--- src/rtl/uart_bus_bridge_pkg.sv ---
// Shared constants, state encoding and helpers for the serial-to-bus bridge.
// Command and reply bytes are the host-visible protocol alphabet.
package uart_bus_bridge_pkg;

  localparam logic [7:0] CMD_WRITE = 8'h57;
  localparam logic [7:0] CMD_READ  = 8'h52;
  localparam logic [7:0] RSP_OK    = 8'h4B;
  localparam logic [7:0] RSP_ERR   = 8'h3F;

  localparam logic [31:0] ADDR_MASK = 32'hFFFF_FFFC;

  typedef enum logic [2:0] {
    IDLE,
    GET_ADDR,
    GET_DATA,
    BUS,
    SEND
  } state_t;

  function automatic logic is_cmd(input logic [7:0] b);
    return (b == CMD_WRITE) || (b == CMD_READ);
  endfunction

endpackage

--- src/rtl/uart_byte_phy.sv ---
// 8N1 byte-level serial engines: one receiver, one transmitter.
// Bit period is CLK_DIV+1 clocks, fixed at elaboration.
module uart_byte_phy #(
  parameter logic [15:0] CLK_DIV = 16'd103
) (
  input  logic       clk,
  input  logic       reset,
  input  logic       i_rx,
  output logic [7:0] o_rx_data,
  output logic       o_rx_valid,
  input  logic [7:0] i_tx_data,
  input  logic       i_tx_load,
  output logic       o_tx_busy,
  output logic       o_tx
);

  localparam logic [15:0] HALF = CLK_DIV >> 1;

  logic        r_rx_prev;
  logic        r_rx_busy;
  logic [15:0] r_rx_cnt;
  logic [3:0]  r_rx_bit;
  logic [7:0]  r_rx_shift;
  logic [7:0]  r_rx_data;
  logic        r_rx_valid;

  logic [9:0]  r_tx_shift;
  logic        r_tx_busy;
  logic [15:0] r_tx_cnt;
  logic [3:0]  r_tx_bits;

  // r_rx_bit: 0 = start, 1..8 = data, 9 = stop
  always_ff @(posedge clk) begin
    if (reset) begin
      r_rx_prev  <= 1'b1;
      r_rx_busy  <= 1'b0;
      r_rx_cnt   <= '0;
      r_rx_bit   <= '0;
      r_rx_shift <= '0;
      r_rx_data  <= '0;
      r_rx_valid <= 1'b0;
    end else begin
      r_rx_prev  <= i_rx;
      r_rx_valid <= 1'b0;
      if (!r_rx_busy) begin
        if (r_rx_prev && !i_rx) begin
          r_rx_busy <= 1'b1;
          r_rx_cnt  <= HALF;
          r_rx_bit  <= '0;
        end
      end else if (r_rx_cnt != 16'd0) begin
        r_rx_cnt <= r_rx_cnt - 16'd1;
      end else begin
        r_rx_cnt <= CLK_DIV;
        r_rx_bit <= r_rx_bit + 4'd1;
        unique case (1'b1)
          (r_rx_bit == 4'd0): begin
            if (i_rx) r_rx_busy <= 1'b0;
          end
          (r_rx_bit == 4'd9): begin
            r_rx_busy <= 1'b0;
            if (i_rx) begin
              r_rx_data  <= r_rx_shift;
              r_rx_valid <= 1'b1;
            end
          end
          default: r_rx_shift <= {i_rx, r_rx_shift[7:1]};
        endcase
      end
    end
  end

  // Shift register idles all-ones so its LSB is the line level
  always_ff @(posedge clk) begin
    if (reset) begin
      r_tx_shift <= '1;
      r_tx_busy  <= 1'b0;
      r_tx_cnt   <= '0;
      r_tx_bits  <= '0;
    end else if (i_tx_load && !r_tx_busy) begin
      r_tx_shift <= {1'b1, i_tx_data, 1'b0};
      r_tx_busy  <= 1'b1;
      r_tx_cnt   <= CLK_DIV;
      r_tx_bits  <= 4'd9;
    end else if (r_tx_busy) begin
      if (r_tx_cnt != 16'd0) begin
        r_tx_cnt <= r_tx_cnt - 16'd1;
      end else if (r_tx_bits == 4'd0) begin
        r_tx_busy <= 1'b0;
      end else begin
        r_tx_shift <= {1'b1, r_tx_shift[9:1]};
        r_tx_bits  <= r_tx_bits - 4'd1;
        r_tx_cnt   <= CLK_DIV;
      end
    end
  end

  assign o_rx_data  = r_rx_data;
  assign o_rx_valid = r_rx_valid;
  assign o_tx_busy  = r_tx_busy;
  assign o_tx       = r_tx_shift[0];

endmodule

--- src/rtl/uart_bus_bridge.sv ---
// Serial debug bridge: host command frames become 32-bit bus reads/writes.
// Replies go back over the same 8N1 link.
module uart_bus_bridge
  import uart_bus_bridge_pkg::*;
#(
  parameter logic [15:0] CLK_DIV = 16'd103
) (
  input  logic        clk,
  input  logic        reset,
  input  logic        rx_in,
  output logic        tx_out,
  output logic [31:0] address_out,
  output logic        sel_out,
  output logic        read_out,
  input  logic [31:0] read_value_in,
  output logic [3:0]  write_mask_out,
  output logic [31:0] write_value_out,
  input  logic        ready_in
);

  logic       w_rx_valid;
  logic [7:0] w_rx_data;
  logic       w_tx_busy;
  logic       w_tx_load;
  logic [7:0] w_tx_data;
  logic       w_cmd_ok;

  state_t r_state;
  state_t w_next;

  logic [1:0]  r_idx;
  logic        r_is_write;
  logic        r_sel;
  logic [31:0] r_addr;
  logic [31:0] r_wdata;
  logic [31:0] r_reply;
  logic [1:0]  r_rem;

  uart_byte_phy #(.CLK_DIV(CLK_DIV)) u_phy (
    .clk       (clk),
    .reset     (reset),
    .i_rx      (rx_in),
    .o_rx_data (w_rx_data),
    .o_rx_valid(w_rx_valid),
    .i_tx_data (w_tx_data),
    .i_tx_load (w_tx_load),
    .o_tx_busy (w_tx_busy),
    .o_tx      (tx_out)
  );

  assign w_cmd_ok = is_cmd(w_rx_data);

  always_ff @(posedge clk) begin
    if (reset) r_state <= IDLE;
    else       r_state <= w_next;
  end

  always_comb begin
    w_next    = r_state;
    w_tx_load = 1'b0;
    w_tx_data = r_reply[7:0];
    unique case (r_state)
      IDLE: begin
        if (w_rx_valid) w_next = w_cmd_ok ? GET_ADDR : SEND;
      end
      GET_ADDR: begin
        if (w_rx_valid && r_idx == 2'd3)
          w_next = r_is_write ? GET_DATA : BUS;
      end
      GET_DATA: begin
        if (w_rx_valid && r_idx == 2'd3) w_next = BUS;
      end
      BUS: begin
        if (ready_in) w_next = SEND;
      end
      SEND: begin
        if (!w_tx_busy) begin
          w_tx_load = 1'b1;
          if (r_rem == 2'd0) w_next = IDLE;
        end
      end
      default: w_next = IDLE;
    endcase
  end

  // Bytes arrive LSB first, so each one enters at the top and shifts down
  always_ff @(posedge clk) begin
    if (reset) begin
      r_idx      <= '0;
      r_is_write <= 1'b0;
      r_sel      <= 1'b0;
      r_addr     <= '0;
      r_wdata    <= '0;
      r_reply    <= '0;
      r_rem      <= '0;
    end else begin
      unique case (r_state)
        IDLE: begin
          if (w_rx_valid) begin
            r_is_write <= (w_rx_data == CMD_WRITE);
            r_idx      <= '0;
            r_reply    <= {24'd0, RSP_ERR};
            r_rem      <= '0;
          end
        end
        GET_ADDR: begin
          if (w_rx_valid) begin
            r_addr <= {w_rx_data, r_addr[31:8]};
            r_idx  <= r_idx + 2'd1;
            if (r_idx == 2'd3 && !r_is_write) r_sel <= 1'b1;
          end
        end
        GET_DATA: begin
          if (w_rx_valid) begin
            r_wdata <= {w_rx_data, r_wdata[31:8]};
            r_idx   <= r_idx + 2'd1;
            if (r_idx == 2'd3) r_sel <= 1'b1;
          end
        end
        BUS: begin
          if (ready_in) begin
            r_sel <= 1'b0;
            if (r_is_write) begin
              r_reply <= {24'd0, RSP_OK};
              r_rem   <= 2'd0;
            end else begin
              r_reply <= read_value_in;
              r_rem   <= 2'd3;
            end
          end
        end
        SEND: begin
          if (!w_tx_busy) begin
            r_reply <= {8'd0, r_reply[31:8]};
            r_rem   <= r_rem - 2'd1;
          end
        end
        default: ;
      endcase
    end
  end

  assign sel_out         = r_sel;
  assign read_out        = r_sel & ~r_is_write;
  assign write_mask_out  = (r_sel && r_is_write) ? 4'hF : 4'h0;
  assign address_out     = r_addr & ADDR_MASK;
  assign write_value_out = r_wdata;

endmodule

--- config.mk ---
export PLATFORM = sky130hd
export DESIGN_NAME = uart_bus_bridge
export DESIGN_NICKNAME = d
export VERILOG_FILES = /design/src/rtl/uart_bus_bridge_pkg.sv /design/src/rtl/uart_byte_phy.sv /design/src/rtl/uart_bus_bridge.sv
export SDC_FILE = /design/constraint.sdc
export NUM_CORES = 1
export LEC_CHECK = 0
export BUFFER_PORTS_ARGS = -buffer_cell sky130_fd_sc_hd__buf_2
export CORE_ASPECT_RATIO = 0.8
export CORE_MARGIN = 8
export CORE_UTILIZATION = 40
export CTS_BUF_LIST = sky130_fd_sc_hd__clkbuf_4 sky130_fd_sc_hd__clkbuf_8
export DETAILED_ROUTE_END_ITERATION = 7
export SLEW_MARGIN = 40
export SYNTH_ARGS = -nofsm -noshare
export SYNTH_HDL_FRONTEND = slang
export SYNTH_SLANG_ARGS = --single-unit
--- constraint.sdc ---
create_clock -name clk -period 2.6 [get_ports clk]
set_input_delay 0.52 -clock clk [delete_from_list [all_inputs] [get_ports clk]]
set_output_delay 0.52 -clock clk [all_outputs]
set_load 0.02 [all_outputs]
[Word level (Yosys, flattened, before mapping)]
Index checks and enable logic that the tools add are counted.
Cells by class
  equal/unequal tests: 24
  mux-type cells: 58
  bitwise gates (word level): 8
  add/subtract/negate cells: 6
  reduce and logical (&&, ||, !) cells: 38
Operators with widths (count)
  2-to-1 mux 32 bit: 4
  case mux 32 bit (3 select lines): 1
  2-to-1 mux 16 bit: 5
  2-to-1 mux 9 bit: 4
  2-to-1 mux 4 bit: 8
  nonzero test 16 bit: 2
  subtractor 16 x 1 -> 16 bit, second input constant: 2
  2-to-1 mux 3 bit: 7
  2-to-1 mux 1 bit: 17
  equality test 8 x 7 -> 1 bit, second input constant: 2
  inequality test 2 bit, second input constant: 8
  case mux 3 bit (5 select lines): 1
  2-to-1 mux 7 bit: 2
  inequality test 2 x 1 -> 1 bit, second input constant: 7
  AND reduction 2 bit: 6
  AND reduction 3 bit: 4
  AND reduction 6 bit: 2
  2-to-1 mux 2 bit: 5
  logical NOT 4 bit: 2
  AND reduction 4 bit: 2
  inverter 1 bit: 7
  equality test 3 x 2 -> 1 bit, second input constant: 2
  case mux 2 bit (3 select lines): 1
  nonzero test 2 bit: 3
  other kinds (21): 30
Storage, ports and cells
  word-level logic and storage cells: 155
  output and inout bits: 71
  bits of input ports: 36
  register bits: 174

[Depth between registers and ports, before layout]
Gate-level depths: netlist (run 1).
  depth in word-level cells: 5
  depth in mapped cells: 9
  gate-level depth less buffers: 7

[Cells and area by module]
Synthesis (run 1) repeated with hierarchy kept, for this count alone.
Second synthesis, totals
  cells, all modules: 895
  area total of the unflattened synthesis: 7537.2 sq um
Modules (own cells, without submodules)
  uart_bus_bridge: sequential area each 2062.0 sq um, area each 4205.3 sq um, times used 1, cells an instance 512
  uart_byte_phy: sequential area each 1381.3 sq um, area each 3331.9 sq um, times used 1, cells an instance 383

[Least setup slack after synthesis (run 1)]
OpenSTA, ideal clock, no wires.
  kind: reg-to-reg
  from: register u_phy.r_tx_cnt[7]
  to: register u_phy.r_tx_shift[1]
  buffers on the path: 2
  setup time: 135 ps
  slack: 386 ps
  data arrival time: 2079 ps
  required time: 2465 ps
  period minus slack after synthesis: 2214 ps
  stages on the path, launching flop included: 8
  cell sequence: dfxtp_1 -> or4_4 -> or4_4 -> buf_6 -> nor2_4 -> buf_12 -> mux2i_1 -> a21oi_1
Between the ends
  word-level cells in the longest chain between the ends: 3
RTL lines
  start: declaration: RTL line uart_byte_phy.sv:29  | logic [15:0] r_tx_cnt;
  start signal: assignment: RTL line uart_byte_phy.sv:87  | r_tx_cnt <= r_tx_cnt - 16'd1;
  nonzero test 16 bit: RTL line uart_byte_phy.sv:86  | if (r_tx_cnt != 16'd0) begin
  inequality test 2 x 1 -> 1 bit (no line)
  AND reduction 3 bit (no line)
  end signal: assignment: RTL line uart_byte_phy.sv:81  | r_tx_shift <= {1'b1, i_tx_data, 1'b0};
  end signal: assignment: RTL line uart_byte_phy.sv:91  | r_tx_shift <= {1'b1, r_tx_shift[9:1]};
  end: declaration: RTL line uart_byte_phy.sv:27  | logic [9:0] r_tx_shift;
Every way passes these cells.
A chain may end at the register's enable or synchronous reset.

[Final worst setup path (run 1)]
  from: register u_phy.r_tx_cnt[7]
  to: register u_phy.r_tx_bits[1]
Between the ends
  word-level cells in the longest chain between the ends: 3
RTL lines
  nonzero test 16 bit: RTL line uart_byte_phy.sv:86
  inverter 1 bit (no line)
  AND reduction 3 bit (no line)
  end signal: assignment: RTL line uart_byte_phy.sv:92  | r_tx_bits <= r_tx_bits - 4'd1;
  end: declaration: RTL line uart_byte_phy.sv:30  | logic [3:0] r_tx_bits;
Every way passes these cells.

==> out/results.tsv, run 1 <==
metric	value	unit
p_switching	1.45	mW
drive_above_1_share	19.0	%
die_h	137	µm
cts_tree	built	
dp.final_hpwl	12300	µm
clkLatencyLatePin	470	ps
path_class	flop to flop	
hold_path_end	u_phy.r_rx_prev$_SDFF_PP1_	
first_iter_violations	471	
slew_headroom	54.5	%
p_seq_share	54.2	%
core_area	18000	µm²
cts_inserted_buffers	17	
synth.cell_area	7290	µm²
path_cells	or4_4 -> or4_4 -> nor2_4 -> buf_12 -> nor2_1 -> a2111oi_2	
numClockSinks	172	
rrSetupSlack	270	ps
layout_commonest_cell	dfxtp_1	
postPlaceCellArea	8080	µm²
power.total	5.00	mW
yosysUniqueCellTypes	65	
path_buf_inv	1	
worst_path_most_repeated_cell	or4_4	
slowest_stage	or4_4	
ys_ff_latch	172	
grt_max_degree	86	
path_delay_family	simple AND/OR/NAND/NOR gates	
vias	6305	
fin_nets	1013	
powerDensity	588	nW/µm²
seq_area_frac_synth	47.2	%
clkPwrFrac	38.5	%
grt_pass1_vias	5735	
internal-power	3.55	mW
synth_edf_count	0	
port_buffers	104	
vdd_drop_max	0.258	mV
row_count	44	
postSynthAreaPerCell	8.29	µm²
rsz0062_at_grt	false	
yosys_most_used_dff	dfxtp_1	
crit_arrival	2700	ps
worst_pin_slew	683	ps
drc	0	
antenna_found_initial	0	
avgViaCountPerCell	5.21	
final_area	8510	µm²
die_w	167	µm
startpoint_type	flop	
fin_crit	2330	ps
cts.repair.resized	0	
syn_inst	879	
cpPeakStageDelay	640	ps
grt.total_usage	15.6	%
status	finished clean	
required	2970	ps
first_pass_iters	6	
place.gp.congestion	0.804	
use_met3	4.93	%
yosysWarnings	0	
hold_path_depth	2	
start_util	40.5	%
n_antenna_cell	0	
grt_pass1_wl	29500	µm
htree_levels	4	
reg2regPathDepth	6	
leakage	3.24	nW
met1_usage	22.2	%
r2r-end	u_phy.r_tx_bits[1]$_SDFFE_PP0P_	
fin_crit_sh	89.5	%
routedWlPerCell	15.0	µm
p_comb_share	7.4	%
dieArea	22800	µm²
post-route-util	47.3	%
grt_util_met2	22.6	%
slew_violations	0	
grt_overflow	0	
postRouteAntennaNets	0	
hold_viol	0	
cp-end-kind	flop	
swShare	29.0	%
cts_root_buffer	clkbuf_8	
hp-start	rx_in	
grt-busiest-layer	met2	
drv_cap	0	
min_path_type	primary input to flop	
hold_buffers	0	
final_cell_mix	dfxtp_1 (172), nand2_1 (161), a21oi_1 (107)	
wl	18100	µm
crit_fanout	12	
clock_path_buffers	2	
clk_pin_slew_worst_paths	100	ps
syn_to_final_growth	16.8	%
skew	17.9	ps
setup_violations	0	
synthArstFlopShare	0	%
max_freq	0.430	GHz
setup_tns	0	ps
r2r_start	u_phy.r_tx_cnt[7]$_SDFFE_PP0P_	
pin_count	107	
post_cts_buffers	0	
==> power groups by stage <==
| stage | clock, mW | combinational [mW] | sequential (mW) |
|---|---|---|---|
| floorplan | 0 | 0.237 | 2.76 |
| global placement | 0 | 0.364 | 2.77 |
| detailed placement | 0 | 0.365 | 2.77 |
| CTS | 2.00 | 0.366 | 2.71 |
| global route | 2.10 | 0.410 | 2.72 |
| finish | 1.92 | 0.368 | 2.71 |
==> logic make-up after synthesis <==
kind of cell,Yosys count,share of synthesized area [%]
and+or+nand+nor,378,23.8
AOI/OAI and AO/OA,193,16.6
DFF,172,47.2
buffers and inverters,81,4.81
muxes,27,3.74
xor gates and xnor gates,18,2.16
adders and majority gates,9,1.55
other,1,0.0515
==> through the flow <==
| stage | cells | hold WS, ps | setup slack, ps |
|---|---|---|---|
| detailed placement | 1179 | 444 | 282 |
| finish | 1211 | 283 | 273 |
| CTS | 1211 | 250 | 261 |
| global placement | 1179 | 440 | 324 |
| floorplan | 880 | 432 | 386 |
| global route | 1211 | 269 | 73.1 |
==> worst max path at each step <==
stage / startpoint / end / slack (ps) / cells past startpoint
finish: u_phy.r_tx_cnt[7]$_SDFFE_PP0P_ / u_phy.r_tx_bits[1]$_SDFFE_PP0P_ / 270 / 6
global route: u_phy.r_tx_cnt[0]$_SDFFE_PP0P_ / u_phy.r_tx_cnt[5]$_SDFFE_PP0P_ / 70 / 8
CTS: u_phy.r_tx_cnt[7]$_SDFFE_PP0P_ / u_phy.r_tx_bits[1]$_SDFFE_PP0P_ / 260 / 6
detailed placement: u_phy.r_tx_cnt[7]$_SDFFE_PP0P_ / u_phy.r_tx_bits[1]$_SDFFE_PP0P_ / 280 / 6
global placement: u_phy.r_tx_cnt[7]$_SDFFE_PP0P_ / u_phy.r_tx_bits[1]$_SDFFE_PP0P_ / 320 / 6
floorplan: u_phy.r_tx_cnt[7]$_SDFFE_PP0P_ / u_phy.r_tx_shift[1]$_SDFFE_PP1P_ / 390 / 7
==> Yosys cell counts (7+ instances only) <==
library cell,instances,area [µm²]
a221oi_1,19,166
nor4_1,10,62.6
mux2i_1,25,250
a31oi_1,10,62.6
o21ai_0,7,35.0
ha_1,9,113
nor2_1,78,293
nor2b_1,12,75.1
nand2b_1,12,75.1
xnor2_1,16,140
a211oi_1,8,60.1
nor3_1,45,225
dfxtp_1,172,3440
nand3_1,22,110
clkbuf_1,54,203
inv_1,15,56.3
a21oi_1,107,536
nand2_1,161,604
==> registers in the layout, summed over array words and instances, names as in the netlist <==
| signal | cells |
|---|---|
| r_state | 3 |
| u_phy.r_rx_bit | 4 |
| u_phy.o_rx_valid | 1 |
| u_phy.o_rx_data | 8 |
| r_reply | 32 |
| sel_out | 1 |
| r_rem | 2 |
| r_addr | 30 |
| r_idx | 2 |
| u_phy.r_rx_busy | 1 |
| u_phy.r_rx_prev | 1 |
| u_phy.r_tx_cnt | 16 |
| write_value_out | 32 |
| u_phy.r_rx_shift | 8 |
| u_phy.r_tx_shift | 9 |
| r_is_write | 1 |
| u_phy.o_tx_busy | 1 |
| u_phy.r_tx_bits | 4 |
| u_phy.r_rx_cnt | 16 |
==> worst register-to-register path: cells and delay by family, from the launching register on <==
kind                   cells  cell delay [ps]
flip-flops                 1              350
AND/OR/NAND/NOR            4             1420
AO/OA/AOI/OAI              1              310
buffers and inverters      1              160
==> layout make-up <==
type | instances | area, µm²
inverters | 15 | 56.3
clock inverters | 15 | 199
clock buffers | 17 | 234
repair buffers | 135 | 781
fillers | 1836 | 9490
flip-flops and latches | 172 | 3440
multi-input cells | 627 | 3510
well taps | 230 | 288
==> metal layers <==
metal | part of all wire, % | wire (µm)
met5 | 0 | 0
met4 | 0.64 | 117
met3 | 5.0 | 913
met2 | 43 | 7760
met1 | 52 | 9350
Power figures use the tool's default switching activity.
==> run 2: changes to the inputs <==
--- a/config.mk
+++ b/config.mk
@@ -5,6 +5,7 @@
 export SDC_FILE = /design/constraint.sdc
 export NUM_CORES = 1
 export LEC_CHECK = 0
+export ABC_AREA = 1
 export BUFFER_PORTS_ARGS = -buffer_cell sky130_fd_sc_hd__buf_2
 export CORE_ASPECT_RATIO = 0.8
 export CORE_MARGIN = 8
==> out/results.tsv, run 2 <==
metric	value	unit
status	finished clean	
setup_violations	0	
cts_tree	built	
pin_count	107	
routedWlPerCell	13.1	µm
yosys_most_used_dff	dfxtp_1	
synth_most_common_cell	nor2_1	
p_switching	3.02	mW
swShare	39.6	%
cts_inserted_buffers	17	
postSynthAreaPerCell	6.91	µm²
hp-start	rx_in	
htree_levels	4	
place_ws	514	ps
yosysWarnings	0	
worst_pin_slew	756	ps
synth.top_cells.by_count	nor2_1 (232), nand2_1 (221), dfxtp_1 (172), o21ai_0 (109), inv_1 (89)	
avgViaCountPerCell	4.75	
p_comb_share	31.4	%
synth_area_leaders	dfxtp_1 (45%), nor2_1 (11%), nand2_1 (11%)	
seq_area_frac_synth	45.0	%
wl_met2	7730	µm
fin_crit	2070	ps
synth_edf_count	0	
crit_fanout	34	
core_area	18900	µm²
setup_tns	0	ps
vias	6916	
multiInputGateArea	3570	µm²
fin_ws	533	ps
hold_viol	0	
postRouteAntennaNets	0	
power.total	7.62	mW
yosysUniqueCellTypes	36	
clock_path_buffers	2	
slew_headroom	49.6	%
start_util	40.6	%
rrSetupSlack	530	ps
grt_pass1_vias	6422	
numClockSinks	172	
port_buffers	104	
layout_commonest_cell	nor2_1	
hold_buffers	0	
post_cts_buffers	0	
min_path_type	primary input to flop	
powerDensity	873	nW/µm²
row_count	45	
drive_above_1_share	14.4	%
syn_to_final_growth	14.1	%
drc	0	
cts.repair.resized	0	
grt_overflow	0	
top_layer_used	met4	
synthArstFlopShare	0	%
p_seq_share	42.1	%
rsz0062_at_grt	false	
grt_max_degree	100	
route.met3.wl	1180	µm
wl	19100	µm
fin_crit_sh	79.5	%
crit_arrival	2480	ps
crit_start	r_state[1]$_SDFFE_PP0P_	
final_cell_mix	nor2_1 (230), nand2_1 (221), dfxtp_1 (172)	
skew	21.5	ps
reg2regPathDepth	8	
first_iter_violations	459	
cts_root_buffer	clkbuf_8	
max_freq	0.484	GHz
startpoint_type	flop	
dp.final_hpwl	13200	µm
drt-met1-wl	10100	µm
path_class	flop to flop	
vdd_drop_max	0.414	mV
die_h	140	µm
clk_pin_slew_worst_paths	110	ps
n_antenna_cell	0	
clkPwrFrac	26.5	%
slew_violations	0	
internal-power	4.60	mW
fill_cells	1903	
dieArea	23800	µm²
ys_ff_latch	172	
r2r_start	r_state[1]$_SDFFE_PP0P_	
ff_latch_area	3440	µm²
synth_top_area_share	45.0	%
first_pass_iters	7	
synth.cell_area	7650	µm²
drv_cap	0	
synth_area_leader_cell	dfxtp_1	
clkLatencyLatePin	470	ps
leakage	4.25	nW
hold_path_depth	3	
fin_nets	1231	
cp-end-kind	flop	
grt.total_usage	16.2	%
antenna_found_initial	0	
grt_pass1_wl	32000	µm
syn_inst	1107	
post-route-util	46.3	%
place.gp.congestion	0.831	
die_w	171	µm
required	3010	ps
==> run 2: cell count changes after synthesis, sizes merged, moves of 40 or more <==
| cell | previous run | this run |
|---|---|---|
| a21oi | 108 | 68 |
| inv | 15 | 98 |
| nand2 | 161 | 229 |
| nand3 | 22 | 72 |
| nor2 | 79 | 238 |
| o21ai | 8 | 126 |
==> run 2: worst paths after layout <==
| check | endpoint |
|---|---|
| min | u_phy.r_rx_prev$_SDFF_PP1_ |
| max | r_reply[18]$_SDFFE_PP0P_ |
| max reg2reg | r_reply[18]$_SDFFE_PP0P_ |
| min reg2reg | r_reply[15]$_SDFFE_PP0P_ |
==> run 2: layout make-up <==
type                       instances  area share, %
multi-input combinational        786           40.9
sequential                       172           39.4
timing repair buffer             110           6.62
inverter                          99           4.27
tap                              258           3.70
clock buffer                      17           2.68
clock inverter                    15           2.46
==> run 2: cells by family (layout without fill, tap and decap cells) <==
| logic type | after synthesis | after routing | share of synthesized area [%] |
|---|---|---|---|
| simple gates | 565 | 565 | 30.5 |
| compound gates | 202 | 202 | 13.6 |
| flops | 172 | 172 | 45.0 |
| buf+inv | 150 | 241 | 8.52 |
| fa+ha+maj | 9 | 9 | 1.47 |
| xor+xnor | 8 | 8 | 0.915 |
| other cells | 1 | 2 | 0.0490 |
==> run 2: metrics by stage <==
step	std cells	area, µm²	hold WS, ps
after floorplan	1108	7660	425
after global placement	1425	8290	434
after detailed placement	1425	8290	442
after CTS	1457	8730	271
after global routing	1457	8730	290
final	1457	8730	307
==> run 2: power groups by stage <==
stage,Clock [mW],Combinational (mW),Sequential [mW]
detailed placement,0,2.39,3.27
finish,2.02,2.39,3.21
floorplan,0,1.97,3.21
CTS,2.09,2.40,3.21
global route,2.18,2.79,3.26
global placement,0,2.38,3.26
==> run 2: per-layer routing <==
metal,track usage (%),vias to the layer above
li1,-,3699
met1,23.4,3083
met2,22.7,122
met3,5.51,12
met4,3.59,0
met5,0,-
==> run 2: critical path, stage by stage (launching register included) <==
cell     delay (ps)
dfxtp_1         370
nor2_2          200
nand2_2         270
o21ai_2         240
inv_2            50
nand2_2         220
buf_4           380
o21ai_0         140
a21oi_1         140
==> run 3: changes to the inputs <==
==> constraint.sdc (replaced) <==
create_clock -name clk -period 2 [get_ports clk]
set_input_delay 0.4 -clock clk [delete_from_list [all_inputs] [get_ports clk]]
set_output_delay 0.4 -clock clk [all_outputs]
set_load 0.02 [all_outputs]
==> out/results.tsv, run 3 (same netlist as run 2, synthesis figures left out) <==
metric	value	unit
die_w	171	µm
wl	19400	µm
post_cts_buffers	0	
grt.total_usage	16.5	%
final_area	8820	µm²
max_freq	0.569	GHz
vdd_drop_max	0.548	mV
layout_commonest_cell	nor2_1	
avgViaCountPerCell	4.78	
setup_tns	0	ps
worst_pin_slew	712	ps
grt_pass1_wl	32700	µm
slew_headroom	52.5	%
drv_cap	0	
required	2350	ps
status	finished clean	
setup_violations	0	
crit_arrival	2110	ps
leakage	4.30	nW
grt_max_degree	58	
startpoint_type	flop	
powerDensity	1120	nW/µm²
postPlaceCellArea	8400	µm²
fin_nets	1243	
htree_levels	4	
numClockSinks	172	
antenna_found_initial	0	
dieArea	23800	µm²
pin_count	107	
place_ws	220	ps
drive_above_1_share	15.3	%
die_h	140	µm
skew	16.4	ps
final_cell_mix	nor2_1 (230), nand2_1 (221), dfxtp_1 (172)	
rsz0062_at_grt	false	
clk_pin_slew_worst_paths	100	ps
clock_path_buffers	2	
dp.final_hpwl	13300	µm
hold_viol	0	
start_util	40.6	%
routedWlPerCell	13.2	µm
cts_inserted_buffers	17	
fin_crit_sh	87.9	%
drc	0	
post-route-util	46.7	%
grt_pass1_vias	6618	
crit_fanout	9	
path_class	flop to flop	
cp-end-kind	flop	
cts_tree	built	
port_buffers	104	
place.gp.congestion	0.820	
postRouteAntennaNets	0	
first_pass_iters	5	
clkLatencyLatePin	460	ps
fin_crit	1760	ps
fill_cells	1977	
row_count	45	
vias	7019	
syn_to_final_growth	15.2	%
core_area	18900	µm²
first_iter_violations	426	
grt_overflow	0	
fin_ws	241	ps
min_path_type	primary input to flop	
slew_violations	0	
cts_root_buffer	clkbuf_8	
n_antenna_cell	0	
==> run 3: changes by cell type in the layout (fill, tap and decap cells not counted) <==
| cell | delta |
|---|---|
| inv_8 | +4 |
| clkinvlp_4 | +1 |
| buf_12 | +2 |
| clkinv_8 | -2 |
| nor2_4 | +1 |
| clkinv_2 | +1 |
| inv_12 | -1 |
| bufinv_16 | -1 |
| nor2_2 | -1 |
| buf_4 | +10 |
| inv_6 | -2 |
==> run 3: path summary, 6_finish.rpt <==
path	startpoint	end	slack, ps	cells after the start
hold / removal	rx_in	u_phy.r_rx_prev$_SDFF_PP1_	190	3
setup reg to reg	u_phy.r_rx_cnt[0]$_SDFFE_PP0P_	u_phy.r_rx_shift[3]$_SDFFE_PP0P_	240	9
hold reg to reg	r_reply[17]$_SDFFE_PP0P_	r_reply[17]$_SDFFE_PP0P_	460	2
setup / recovery	u_phy.r_rx_cnt[0]$_SDFFE_PP0P_	u_phy.r_rx_shift[3]$_SDFFE_PP0P_	240	9
==> run 3: worst max-delay path, cell delays in order (launching register included) <==
cell and delay, ps:
dfxtp_1 340, inv_1 70, ha_1 190, nand3_1 150, nor2_4 190, nand3_4 150, nor2_4 200, inv_1 170
nor2_1 140, nor2_1 60
==> run 3: through the flow <==
step | power, mW | cells | hold WS (ps)
4_1_cts | 9.93 | 1469 | 160
3_5_place_dp | 7.43 | 1437 | 443
5_1_grt | 10.6 | 1469 | 161
6_report | 9.86 | 1469 | 189
3_3_place_gp | 7.41 | 1437 | 433
2_1_floorplan | 6.74 | 1108 | 425
==> run 3: routing by layer <==
metal	GRT usage (%)	wire length, µm
met5	0	0
met4	3.87	78
met3	5.48	1160
met2	23.2	8030
met1	23.7	10100
==> run 3: what timing repair did <==
| action | 4_1_cts | 5_1_grt |
|---|---|---|
| resized for setup | 0 | 1 |
| hold buffers | 0 | 0 |
| endpoints found under the setup margin | 0 | 1 |
==> run 3: layout make-up <==
cell class                      instances  area [µm²]  area share (%)
Tap cell                              258         323            3.66
Timing Repair Buffer                  122         693            7.86
Multi-Input combinational cell        786        3570            40.5
Clock inverter                         15         176            2.00
Clock buffer                           17         234            2.65
Inverter                               99         373            4.23
Sequential cell                       172        3440            39.1
==> run 3: power breakdown <==
group | internal, mW | switching, mW
registers | 3.88 | 0.296
logic | 1.07 | 2.15
clock network | 0.958 | 1.51
total | 5.90 | 3.96
